**src/rtl/instr_fetch_unit_if.sv**
```systemverilog
// rtl/instr_fetch_unit_if.sv - instruction memory port and instruction stream bundle for instr_fetch_unit
interface instr_fetch_unit_if #(
    parameter int ADDR_W = 32
);
    logic              imem_req;
    logic [ADDR_W-1:0] imem_addr;
    logic              imem_ack;
    logic [31:0]       imem_rdata;
    logic              stall;
    logic              branch_taken;
    logic [ADDR_W-1:0] branch_target;
    logic              instr_valid;
    logic [31:0]       instr;
    logic [6:0]        opcode;
    logic [ADDR_W-1:0] instr_pc;
    logic              misalign_err;

    modport master (
        output imem_req, imem_addr,
        input  imem_ack, imem_rdata,
        input  stall, branch_taken, branch_target,
        output instr_valid, instr, opcode, instr_pc, misalign_err
    );

    modport slave (
        input  imem_req, imem_addr,
        output imem_ack, imem_rdata,
        output stall, branch_taken, branch_target,
        input  instr_valid, instr, opcode, instr_pc, misalign_err
    );
endinterface

```
**src/rtl/instr_fetch_unit.sv**
```systemverilog
// rtl/instr_fetch_unit.sv - PC owner, single-outstanding imem fetch, instruction FIFO, branch redirect (IFU_MISALIGN_CHECK_EN)
module instr_fetch_unit #(
    parameter int                ADDR_W    = 32,
    parameter logic [ADDR_W-1:0] RESET_PC  = '0,
    parameter int                BUF_DEPTH = 2
) (
    input  logic                clk,
    input  logic                reset,
    instr_fetch_unit_if.master  bus
);
    localparam int PTR_W = $clog2(BUF_DEPTH);
    localparam int CNT_W = PTR_W + 1;
    localparam logic [CNT_W-1:0] DEPTH = CNT_W'(BUF_DEPTH);

    typedef enum logic [1:0] {IDLE, FETCH, DROP} state_t;

    state_t            state, state_next;
    logic [ADDR_W-1:0] fetch_pc, fetch_pc_next, addr_q, tgt;
    logic [31:0]       buf_instr [BUF_DEPTH];
    logic [ADDR_W-1:0] buf_pc    [BUF_DEPTH];
    logic [PTR_W-1:0]  rd_ptr, wr_ptr;
    logic [CNT_W-1:0]  count, count_next;
    logic              redirect, push, pop, head_valid;

`ifdef IFU_MISALIGN_CHECK_EN
    logic misalign_q;

    // A misaligned target is reported and otherwise treated as if no branch occurred.
    assign redirect = bus.branch_taken && (bus.branch_target[1:0] == 2'b00);
    assign tgt      = bus.branch_target;
    assign bus.misalign_err = misalign_q;

    always_ff @(posedge clk or posedge reset) begin
        if (reset)
            misalign_q <= 1'b0;
        else if (bus.branch_taken && (bus.branch_target[1:0] != 2'b00))
            misalign_q <= 1'b1;
    end
`else
    assign redirect = bus.branch_taken;
    assign tgt      = bus.branch_target & ~ADDR_W'(3);
    assign bus.misalign_err = 1'b0;
`endif

    assign head_valid    = (count != '0);
    assign push          = (state == FETCH) && bus.imem_ack && !redirect;
    assign pop           = head_valid && !bus.stall && !redirect;
    assign count_next    = count + CNT_W'(push) - CNT_W'(pop);
    assign fetch_pc_next = redirect ? tgt : (push ? fetch_pc + ADDR_W'(4) : fetch_pc);

    always_ff @(posedge clk or posedge reset) begin
        if (reset)
            state <= IDLE;
        else
            state <= state_next;
    end

    always_comb begin
        state_next = state;
        case (state)
            IDLE:  if (redirect || (count < DEPTH)) state_next = FETCH;
            FETCH: begin
                if (bus.imem_ack)
                    state_next = (redirect || (count_next < DEPTH)) ? FETCH : IDLE;
                else if (redirect)
                    state_next = DROP;
            end
            DROP:  if (bus.imem_ack) state_next = FETCH;
            default: state_next = IDLE;
        endcase
    end

    always_comb begin
        bus.imem_req  = (state != IDLE);
        bus.imem_addr = addr_q;
    end

    // The request address is frozen while a wrong-path request drains in DROP.
    always_ff @(posedge clk or posedge reset) begin
        if (reset) begin
            fetch_pc <= RESET_PC;
            addr_q   <= RESET_PC;
        end else begin
            fetch_pc <= fetch_pc_next;
            if (state_next != DROP)
                addr_q <= fetch_pc_next;
        end
    end

    always_ff @(posedge clk or posedge reset) begin
        if (reset) begin
            rd_ptr <= '0;
            wr_ptr <= '0;
            count  <= '0;
        end else if (redirect) begin
            rd_ptr <= '0;
            wr_ptr <= '0;
            count  <= '0;
        end else begin
            if (push) wr_ptr <= wr_ptr + PTR_W'(1);
            if (pop)  rd_ptr <= rd_ptr + PTR_W'(1);
            count <= count_next;
        end
    end

    always_ff @(posedge clk) begin
        if (push) begin
            buf_instr[wr_ptr] <= bus.imem_rdata;
            buf_pc[wr_ptr]    <= fetch_pc;
        end
    end

    always_comb begin
        bus.instr_valid = head_valid;
        bus.instr       = head_valid ? buf_instr[rd_ptr] : 32'h0;
        bus.instr_pc    = head_valid ? buf_pc[rd_ptr] : '0;
        bus.opcode      = bus.instr[6:0];
    end
endmodule
```
**src/flat_wrapper.sv**
```systemverilog
// flat-port wrapper written by rule: the top's interface ports become plain ports
module instr_fetch_unit_flat 
#(
    parameter int                ADDR_W    = 32,
    parameter logic [ADDR_W-1:0] RESET_PC  = '0,
    parameter int                BUF_DEPTH = 2
)
  (clk, reset, bus_imem_req, bus_imem_addr, bus_imem_ack, bus_imem_rdata, bus_stall, bus_branch_taken, bus_branch_target, bus_instr_valid, bus_instr, bus_opcode, bus_instr_pc, bus_misalign_err);
  instr_fetch_unit_if #(.ADDR_W(ADDR_W)) bus_i ();
  input  logic clk;
  input  logic reset;
  output wire logic [$bits(bus_i.imem_req)-1:0] bus_imem_req;
  output wire logic [$bits(bus_i.imem_addr)-1:0] bus_imem_addr;
  input wire logic [$bits(bus_i.imem_ack)-1:0] bus_imem_ack;
  input wire logic [$bits(bus_i.imem_rdata)-1:0] bus_imem_rdata;
  input wire logic [$bits(bus_i.stall)-1:0] bus_stall;
  input wire logic [$bits(bus_i.branch_taken)-1:0] bus_branch_taken;
  input wire logic [$bits(bus_i.branch_target)-1:0] bus_branch_target;
  output wire logic [$bits(bus_i.instr_valid)-1:0] bus_instr_valid;
  output wire logic [$bits(bus_i.instr)-1:0] bus_instr;
  output wire logic [$bits(bus_i.opcode)-1:0] bus_opcode;
  output wire logic [$bits(bus_i.instr_pc)-1:0] bus_instr_pc;
  output wire logic [$bits(bus_i.misalign_err)-1:0] bus_misalign_err;
  assign bus_imem_req = bus_i.imem_req;
  assign bus_imem_addr = bus_i.imem_addr;
  assign bus_i.imem_ack = bus_imem_ack;
  assign bus_i.imem_rdata = bus_imem_rdata;
  assign bus_i.stall = bus_stall;
  assign bus_i.branch_taken = bus_branch_taken;
  assign bus_i.branch_target = bus_branch_target;
  assign bus_instr_valid = bus_i.instr_valid;
  assign bus_instr = bus_i.instr;
  assign bus_opcode = bus_i.opcode;
  assign bus_instr_pc = bus_i.instr_pc;
  assign bus_misalign_err = bus_i.misalign_err;
  instr_fetch_unit #(.ADDR_W(ADDR_W), .RESET_PC(RESET_PC), .BUF_DEPTH(BUF_DEPTH)) u_core (.clk(clk), .reset(reset), .bus(bus_i));
endmodule
```
**config.mk**
```make
export PLATFORM = sky130hd
export DESIGN_NAME = instr_fetch_unit_flat
export DESIGN_NICKNAME = d
export VERILOG_FILES = /design/src/rtl/instr_fetch_unit_if.sv /design/src/rtl/instr_fetch_unit.sv /design/src/flat_wrapper.sv
export SDC_FILE = /design/constraint.sdc
export NUM_CORES = 1
export LEC_CHECK = 0
export BUFFER_PORTS_ARGS = -buffer_cell sky130_fd_sc_hd__buf_2
export CAP_MARGIN = 20
export CORE_MARGIN = 2
export CORE_UTILIZATION = 50
export DETAILED_ROUTE_END_ITERATION = 10
export PLACE_DENSITY = 0.71
export SKIP_CTS_REPAIR_TIMING = 1
export SLEW_MARGIN = 20
export SYNTH_ARGS = -nofsm -noshare
export SYNTH_HDL_FRONTEND = slang
export SYNTH_SLANG_ARGS = --single-unit
```
**constraint.sdc**
```tcl
create_clock -name clk -period 6.8 [get_ports clk]
set_clock_uncertainty 0.1 [all_clocks]
set_input_delay 0.34 -clock clk [delete_from_list [all_inputs] [get_ports clk]]
set_output_delay 0.34 -clock clk [all_outputs]
set_load 0.01 [all_outputs]
```
==> reports/metrics.cfg, run 1 <==
[global_route]
grt_first_pass_wirelength_um=27700
antenna_found_initial=0
grt_pass1_vias=5422
grt_max_degree=71
grt-ovfl-total=0
grt_util_all_layers_pct=20.2

[layout]
diodes=0
fin_cells=1012
regArea_um2=5600
multi_input_area_um2=2510
nFillCells=1303
post_route_cells_drive_above_1_share_pct=31.2
nets=851
area_growth_pct=20.5

[min_path]
hp-start=bus_imem_rdata[17]
hold_class=input pin to register
worstHoldEndpoint=u_core.buf_instr[1][17]
min_path_cells=1

[synthesis]
ys.flop_type=edfxtp_1
synthTopCellsByArea=edfxtp_1 46%, dfrtp_1 21%, mux2i_1 7.8%
synth_area_um2=8320
ys_seq_area_share_pct=67.2
synth.most_common_cell=edfxtp_1
yosysWarningCount=0
async_flop_share_pct=35.4
synthDistinctLibCells=44
syn_area_per_cell_um2=13.6
ys_ff_latch=198
synth_mux_area_share_pct=10.4
yosys.area_share.simple_pct=11.5
synth_commonest_cells=128 x edfxtp_1, 96 x nor2_1, 70 x dfrtp_1
synth.largest_area_cell=edfxtp_1
synth_top_family_by_area=simple AND/OR/NAND/NOR gates
yosys.area.top_type_share_pct=46.2
synthCells=611
synth_xor_xnor_area_share_pct=3.47
synth_edf_count=128
synthAdderAreaFrac_pct=0.451
synth.net_count=683
synth_compound_gate_area_share_pct=4.16

[placement]
gp_congestion=0.831
place_inst=971
dp_slack_ns=4.08
port_buffers=171
hpwl_um=11200

[die]
ioPinCount=175
dieArea_um2=17700
die_w_um=133
rows=47
start_util_pct=50.7
core_um2=16400
die_y_um=133

[clock_network]
clk_pin_slew_ns=0.06
clock_latency_ns=0.42
clkSinkCount=198
numCtsBuffers=17
clock-root-buffer=clkbuf_16
cts_tree=done
clockBufferDepth=2
h-tree-depth=4

[setup_path]
r2r-end=u_core.state[0]
critPathRequiredTime_ns=7.00
crit_type=register to register
end_kind=register
cp.arrival_ns=2.93
r2r_slack_ns=4.07
cp_max_fo=68
critPathLaunchType=register
r2r_cells=10
rr_startpoint=u_core.count[1]

[detailed_routing]
drt_pass1_iterations=5
drc_errors=0
wl_per_cell_um=17.3
vias=5348
routed_wl_um=17500
vias_per_cell=5.28
antenna_left=0
drt_iter0_drc=298

[power]
peakVddDrop_mv=0.183
total_power_uw=3080
p_per_area_nw_per_um2=307
p_leak_uw=0.00402

[run_status]
outcome=complete, no violations

[timing]
slew_headroom_pct=39.4
fin_crit_sh_pct=40.1
finalSetupTns_ns=0
setup_violations=0
period_minus_slack_ns=2.73
drv_slew=0
hold_viol=0
worst_slack_ns=4.07
rsz0062_at_grt=false
tightestPinTransition_ns=0.909
fmax_mhz=367

[job]
drv_cap=0

[worst max path at each step]
stage                     start                     end  slack [ns]
2_1_floorplan  bus_branch_taken  u_core.buf_instr[0][0]        1.00
3_3_place_gp    u_core.count[1]         u_core.state[0]        4.15
3_5_place_dp    u_core.count[1]         u_core.state[0]        4.08
4_1_cts         u_core.count[1]         u_core.state[0]        4.06
5_1_grt         u_core.count[1]         u_core.state[0]        3.84
6_report        u_core.count[1]         u_core.state[0]        4.07
[logic make-up (layout without fill, tap and decap cells)]
kind of cell	Yosys count	count (layout)
other	1	1
flip-flops	198	198
adder cells (fa/ha/maj)	3	3
buffers and inverters	49	230
multiplexers	84	84
XOR/XNOR	33	33
AND/OR/NAND/NOR	196	196
AO/OA/AOI/OAI	47	47
[per-layer routing]
layer / up-vias / GRT usage [%] / share of wire [%]
met2: 185 / 33.3 / 48
met5: - / 0 / 0
met4: 0 / 7.23 / 1.7
met3: 22 / 4.52 / 5.3
met1: 2596 / 26.6 / 45
li1: 2545 / - / -
[registers in the layout, indices dropped and copies added (netlist names)]
register / cells
u_core.buf_instr: 64
u_core.buf_pc: 64
u_core.bus.imem_addr: 32
u_core.fetch_pc: 32
u_core.count: 2
u_core.state: 2
u_core.rd_ptr: 1
u_core.wr_ptr: 1
[critical path: stages, from the launching register on]
cell and delay (ns):
dfrtp_1 0.42, nor2_4 0.11, buf_4 0.57, nor3_1 0.10, ha_1 0.30, inv_1 0.04, ha_1 0.18, xnor2_1 0.16
nor2_1 0.06, mux2_2 0.28, a221oi_1 0.29
[report_power, final]
group          internal (uW)  switching, uW
clock network            549            414
logic                    254            371
registers               1410           86.9
[per-stage QoR]
stage,util (%),hold WS [ns],instance area (um2)
6_report,61.1,0.0120,10000
5_1_grt,61.1,0.000291,10000
4_1_cts,60.5,-0.0135,9920
3_5_place_dp,56.9,0.351,9340
3_3_place_gp,56.9,0.347,9340
2_1_floorplan,-,0.334,8320
[cell type report]
type	count	share of cell area [%]
sequential	198	55.8
tap	220	2.75
clock buffer	19	4.42
inverter	10	0.374
multi-input combinational	364	25.1
clock inverter	13	1.32
timing repair buffer	188	10.2
[cell usage in the layout (no fill, tap or decap), types with 14 or more instances in the layout]
cell       netlist  final
mux2i_1         65     65
nor2_1          96     95
mux2_2          19     19
edfxtp_1       128    128
buf_2            8    171
xnor2_1         21     21
nand2_1         33     33
o21ai_0         14     14
dfrtp_1         70     69
clkbuf_16        0     17
No activity file was read; power rests on OpenSTA's default activity.
==> run 2: changes to the inputs <==
CORE_UTILIZATION = 49   (was 50)
PLACE_DENSITY = 0.73   (was 0.71)
clock period = 2.5 ns   (was 6.8 ns; I/O delays follow)
==> reports/metrics.cfg, run 2 (synthesis results as in run 1) <==
[die]
start_util_pct=50.2  ; -0.54 points
die_w_um=134  ; +0.98%
dieArea_um2=18000  ; +2.0%
ioPinCount=175  ; unchanged
rows=47  ; unchanged
core_um2=16600  ; +1.1%
die_y_um=134  ; +0.98%

[detailed_routing]
vias=5655  ; +5.7%
antenna_left=0  ; unchanged
wl_per_cell_um=17.4  ; +0.49%
drt_iter0_drc=352  ; +18%
vias_per_cell=5.25  ; -0.64%
drc_errors=0  ; unchanged
routed_wl_um=18800  ; +6.9%
drt_pass1_iterations=5  ; unchanged

[placement]
gp_congestion=0.835  ; +0.51%
port_buffers=171  ; unchanged
hpwl_um=11900  ; +6.3%

[global_route]
grt_util_all_layers_pct=20.3  ; +0.059 points
antenna_found_initial=0  ; unchanged
grt-ovfl-total=0  ; unchanged
grt_max_degree=68  ; -4.2%
grt_first_pass_wirelength_um=28000  ; +1.2%
grt_pass1_vias=5602  ; +3.3%

[setup_path]
critPathLaunchType=register
critPathRequiredTime_ns=2.28  ; -4.72 ns
path_cells=buf_12 -> mux2i_1 -> nor2_1 -> buf_2
rr_startpoint=u_core.fetch_pc[2]
crit_type=register to output pin
cp_max_fo=37  ; -46%
critPathMaxStageDelay_ns=0.88  ; +0.31 ns
cp.arrival_ns=2.08  ; -0.85 ns
crit_path_top_delay_cell=dfrtp_4
cp-startpoint=u_core.rd_ptr
end_kind=output pin

[power]
p_sw_uw=2420  ; +180%
p_clk_share_pct=32.7  ; +1.4 points
p_int_uw=6310  ; +190%
p_sw_share_pct=27.8  ; -0.54 points
p_per_area_nw_per_um2=810  ; +160%
power_frac_comb_pct=20.6  ; +0.3 points
p_leak_uw=0.00436  ; +8.4%
seqPwrFrac_pct=46.7  ; -1.8 points
peakVddDrop_mv=0.614  ; +240%

[layout]
nFillCells=1252  ; -3.9%
regArea_um2=5600  ; unchanged
final_util_pct=65.0  ; +3.9 points
largest_registers=u_core.buf_instr: 64 flops, u_core.buf_pc: 64 flops
final_common_cell=buf_2
post_route_cells_drive_above_1_share_pct=29.9  ; -1.3 points
area_growth_pct=29.6
diodes=0  ; unchanged
nets=916  ; +7.6%
multi_input_area_um2=2530  ; +0.60%
mostFrequentLayoutCells=171 x buf_2, 128 x edfxtp_1, 95 x nor2_1

[timing]
fin_crit_sh_pct=92.1
whs_ns=-0.00452  ; -0.0165 ns
setup_violations=0  ; unchanged
tightestPinTransition_ns=0.699  ; -0.210 ns
period_minus_slack_ns=2.30
drv_slew=0  ; unchanged
hold_viol=2  ; +2
rsz0062_at_grt=false
slew_headroom_pct=53.4  ; +14 points
fmax_mhz=434

[clock_network]
clkSinkCount=198  ; unchanged
numCtsBuffers=17  ; unchanged
clock_latency_ns=0.42  ; about the same
h-tree-depth=4  ; unchanged
clock-root-buffer=clkbuf_16
clk_pin_slew_ns=0.07  ; about the same
clockBufferDepth=2  ; unchanged
cts_tree=done

[min_path]
hp-start=bus_imem_ack
hold_class=input pin to register

[job]
drv_cap=0  ; unchanged

[run_status]
violations=hold timing
outcome=complete, but fails checks

run 2: changes by cell type in the layout (fill, tap and decap cells not counted), sizes merged:
cell / previous run / this run
clkbuf: 19 / 27
dlygate4sd3: 8 / 65
buf: 180 / 188
clkinvlp: 1 / 0
inv: 10 / 12
bufinv: 2 / 0
clkinv: 10 / 3
run 2: stage by stage:
stage	TNS, ns	power [uW]	std cells	worst slack (ns)	area, um2
6_report	0	8740	1077	0.197	10800
5_1_grt	0	9080	1077	0.0935	10800
4_1_cts	0	8710	1012	0.173	10100
2_1_floorplan	-16.06	5170	611	-0.251	8340
3_3_place_gp	0	5800	980	0.428	9480
3_5_place_dp	0	5870	980	0.384	9480
run 2: power by group through the flow:
| stage | clock, uW | combinational [uW] | sequential [uW] |
|---|---|---|---|
| floorplan | 0 | 1100 | 4070 |
| global placement | 0 | 1670 | 4120 |
| detailed placement | 0 | 1730 | 4140 |
| CTS | 2890 | 1740 | 4080 |
| global route | 3010 | 1960 | 4120 |
| finish | 2860 | 1800 | 4080 |
run 2: path summary, 6_finish.rpt:
check	end	slack, ns	depth (start not counted)
max in group asynchronous	u_core.fetch_pc[22]	1.41	4
worst min-delay path	u_core.state[0]	-0.005	3
min in group asynchronous	u_core.bus.imem_addr[12]	0.23	3
worst min register to register	u_core.bus.imem_addr[3]	0.38	2
worst max-delay path	bus_instr[27]	0.20	4
worst max register to register	u_core.bus.imem_addr[30]	0.28	6
run 2: critical path, delay by kind of cell (launching register included):
| kind | cells | cell delay (ns) |
|---|---|---|
| buffers and inverters | 2 | 0.48 |
| multiplexers | 1 | 0.22 |
| flip-flops | 1 | 0.88 |
| AND/OR/NAND/NOR | 1 | 0.07 |
run 2: layout make-up:
class	count	area share (%)
clock buffers	27	5.74
clock inverters	5	0.348
inverters	10	0.348
multi-input cells	364	23.5
flip-flops and latches	198	51.9
well taps	220	2.55
repair buffers	253	15.6
run 2: layer usage:
metal,GRT usage (%),share of wire (%),up-vias
met2,34.0,50,204
met4,7.66,2.0,0
li1,-,-,2663
met5,0,0,-
met1,26.3,44,2765
met3,4.04,4.7,23
==> run 3: changes to the inputs <==
CORE_ASPECT_RATIO = 1.2   (was not set)
==> reports/metrics.cfg, run 3 (synthesis results as in run 1) <==
[layout]
post_route_cells_drive_above_1_share_pct=30.0  ; +0.094 points
area_growth_pct=29.6  ; about the same
fin_cells=1077  ; unchanged
nets=920  ; +0.44%
final_util_pct=64.5  ; -0.54 points
diodes=0  ; unchanged
mostFrequentLayoutCells=171 x buf_2, 128 x edfxtp_1, 95 x nor2_1
nFillCells=1241  ; -0.88%
largest_registers=u_core.buf_instr: 64 flops, u_core.buf_pc: 64 flops
final_common_cell=buf_2

[die]
core_um2=16700  ; +0.83%
die_y_um=147  ; +9.3%
ioPinCount=175  ; unchanged
rows=52  ; +11%
start_util_pct=49.8  ; -0.41 points
dieArea_um2=18000  ; about the same
die_w_um=123  ; -8.5%

[placement]
dp_slack_ns=0.410  ; +0.0261 ns
place_inst=979  ; -0.10%
hpwl_um=11900  ; -0.16%
port_buffers=171  ; unchanged
gp_congestion=0.822  ; -1.5%

[detailed_routing]
wl_per_cell_um=17.1  ; -1.9%
vias=5664  ; +0.16%
wl_met1_um=7590  ; -7.0%
drt_pass1_iterations=5  ; unchanged
drt_iter0_drc=384  ; +9.1%
drc_errors=0  ; unchanged
vias_per_cell=5.26  ; +0.16%
antenna_left=0  ; unchanged
route.met3.wl_um=803  ; -9.9%
routed_wl_um=18400  ; -1.9%
top_layer=met4
met2_length_um=9540  ; +2.4%

[timing]
finalSetupTns_ns=0  ; unchanged
worst_slack_ns=0.348  ; +0.151 ns
fmax_mhz=465  ; +7.0%
period_minus_slack_ns=2.15  ; -0.151 ns
rsz0062_at_grt=false
whs_ns=0.217  ; +0.221 ns
tightestPinTransition_ns=0.688  ; -0.0111 ns
setup_violations=0  ; unchanged
hold_viol=0  ; -2
drv_slew=0  ; unchanged
slew_headroom_pct=54.1  ; +0.74 points
fin_crit_sh_pct=86.1  ; -6.0 points

[global_route]
grt_first_pass_wirelength_um=27800  ; -0.84%
grt_pass1_vias=5395  ; -3.7%
antenna_found_initial=0  ; unchanged
grt-ovfl-total=0  ; unchanged
grt_util_all_layers_pct=20.0  ; -0.27 points
grt_max_degree=71  ; +4.4%

[clock_network]
clock-root-buffer=clkbuf_16
h-tree-depth=4  ; unchanged
clk_pin_slew_ns=0.07  ; about the same
clock_latency_ns=0.42  ; about the same
cts_tree=done
clkSinkCount=198  ; unchanged
clockBufferDepth=2  ; unchanged
numCtsBuffers=17  ; unchanged

[power]
p_int_uw=6290  ; -0.30%
p_per_area_nw_per_um2=812  ; +0.19%
p_leak_uw=0.00433  ; -0.53%
power_frac_comb_pct=21.2  ; +0.6 points
seqPwrFrac_pct=46.0  ; -0.7 points
peakVddDrop_mv=0.480  ; -22%
p_sw_share_pct=28.1  ; +0.34 points
p_clk_share_pct=32.8  ; about the same
p_sw_uw=2460  ; +1.4%

[setup_path]
end_kind=register
cp.arrival_ns=2.41  ; +0.33 ns
crit_type=register to register
critPathLaunchType=register
critPathRequiredTime_ns=2.76  ; +0.48 ns
cp_max_fo=67  ; +81%

[min_path]
hold_class=input pin to async pin

[job]
drv_cap=0  ; unchanged

[run_status]
outcome=complete, no violations

==> run 3: stage by stage <==
step,area (um2),power [uW]
2_1_floorplan,8340,5170
3_3_place_gp,9490,5810
3_5_place_dp,9490,5860
4_1_cts,10100,8750
5_1_grt,10800,9160
6_report,10800,8750
==> run 3: path summary, 6_finish.rpt <==
check,from,end,slack [ns],cells past startpoint
setup / recovery,u_core.count[1],u_core.rd_ptr,0.35,5
hold reg to reg,u_core.fetch_pc[0],u_core.buf_pc[0][0],0.37,0
max in group asynchronous,reset,u_core.bus.imem_addr[31],1.76,4
setup reg to reg,u_core.count[1],u_core.rd_ptr,0.35,5
min in group clk,bus_imem_rdata[14],u_core.buf_instr[0][14],0.33,2
hold / removal,reset,u_core.fetch_pc[9],0.22,4
==> run 3: worst max-delay path, stage by stage (launching register included) <==
cell           delay [ns]
dfrtp_1              0.42
nor2_4               0.12
buf_4                0.57
o21ai_0              0.16
a21oi_1              0.15
dlygate4sd3_1        0.56
==> run 3: power by group through the flow <==
stage               Sequential [uW]  Clock, uW  Combinational (uW)
finish                         4030       2870                1850
global route                   4060       3070                2030
CTS                            4020       2930                1790
detailed placement             4090          0                1770
global placement               4070          0                1740
floorplan                      4070          0                1100
==> run 3: cell type report <==
cell class	count	area, um2	area share, %
clock buffers	18	429	3.98
repair buffers	257	1720	15.9
well taps	216	270	2.51
clock inverters	14	199	1.85
multi-input cells	364	2530	23.5
inverters	10	37.5	0.348
flip-flops and latches	198	5600	51.9
==> run 3: layer usage <==
layer | global-route usage [%] | vias to the layer above
met5 | 0 | -
met4 | 7.47 | 0
met3 | 3.34 | 32
met2 | 34.2 | 168
met1 | 25.4 | 2788
li1 | - | 2676
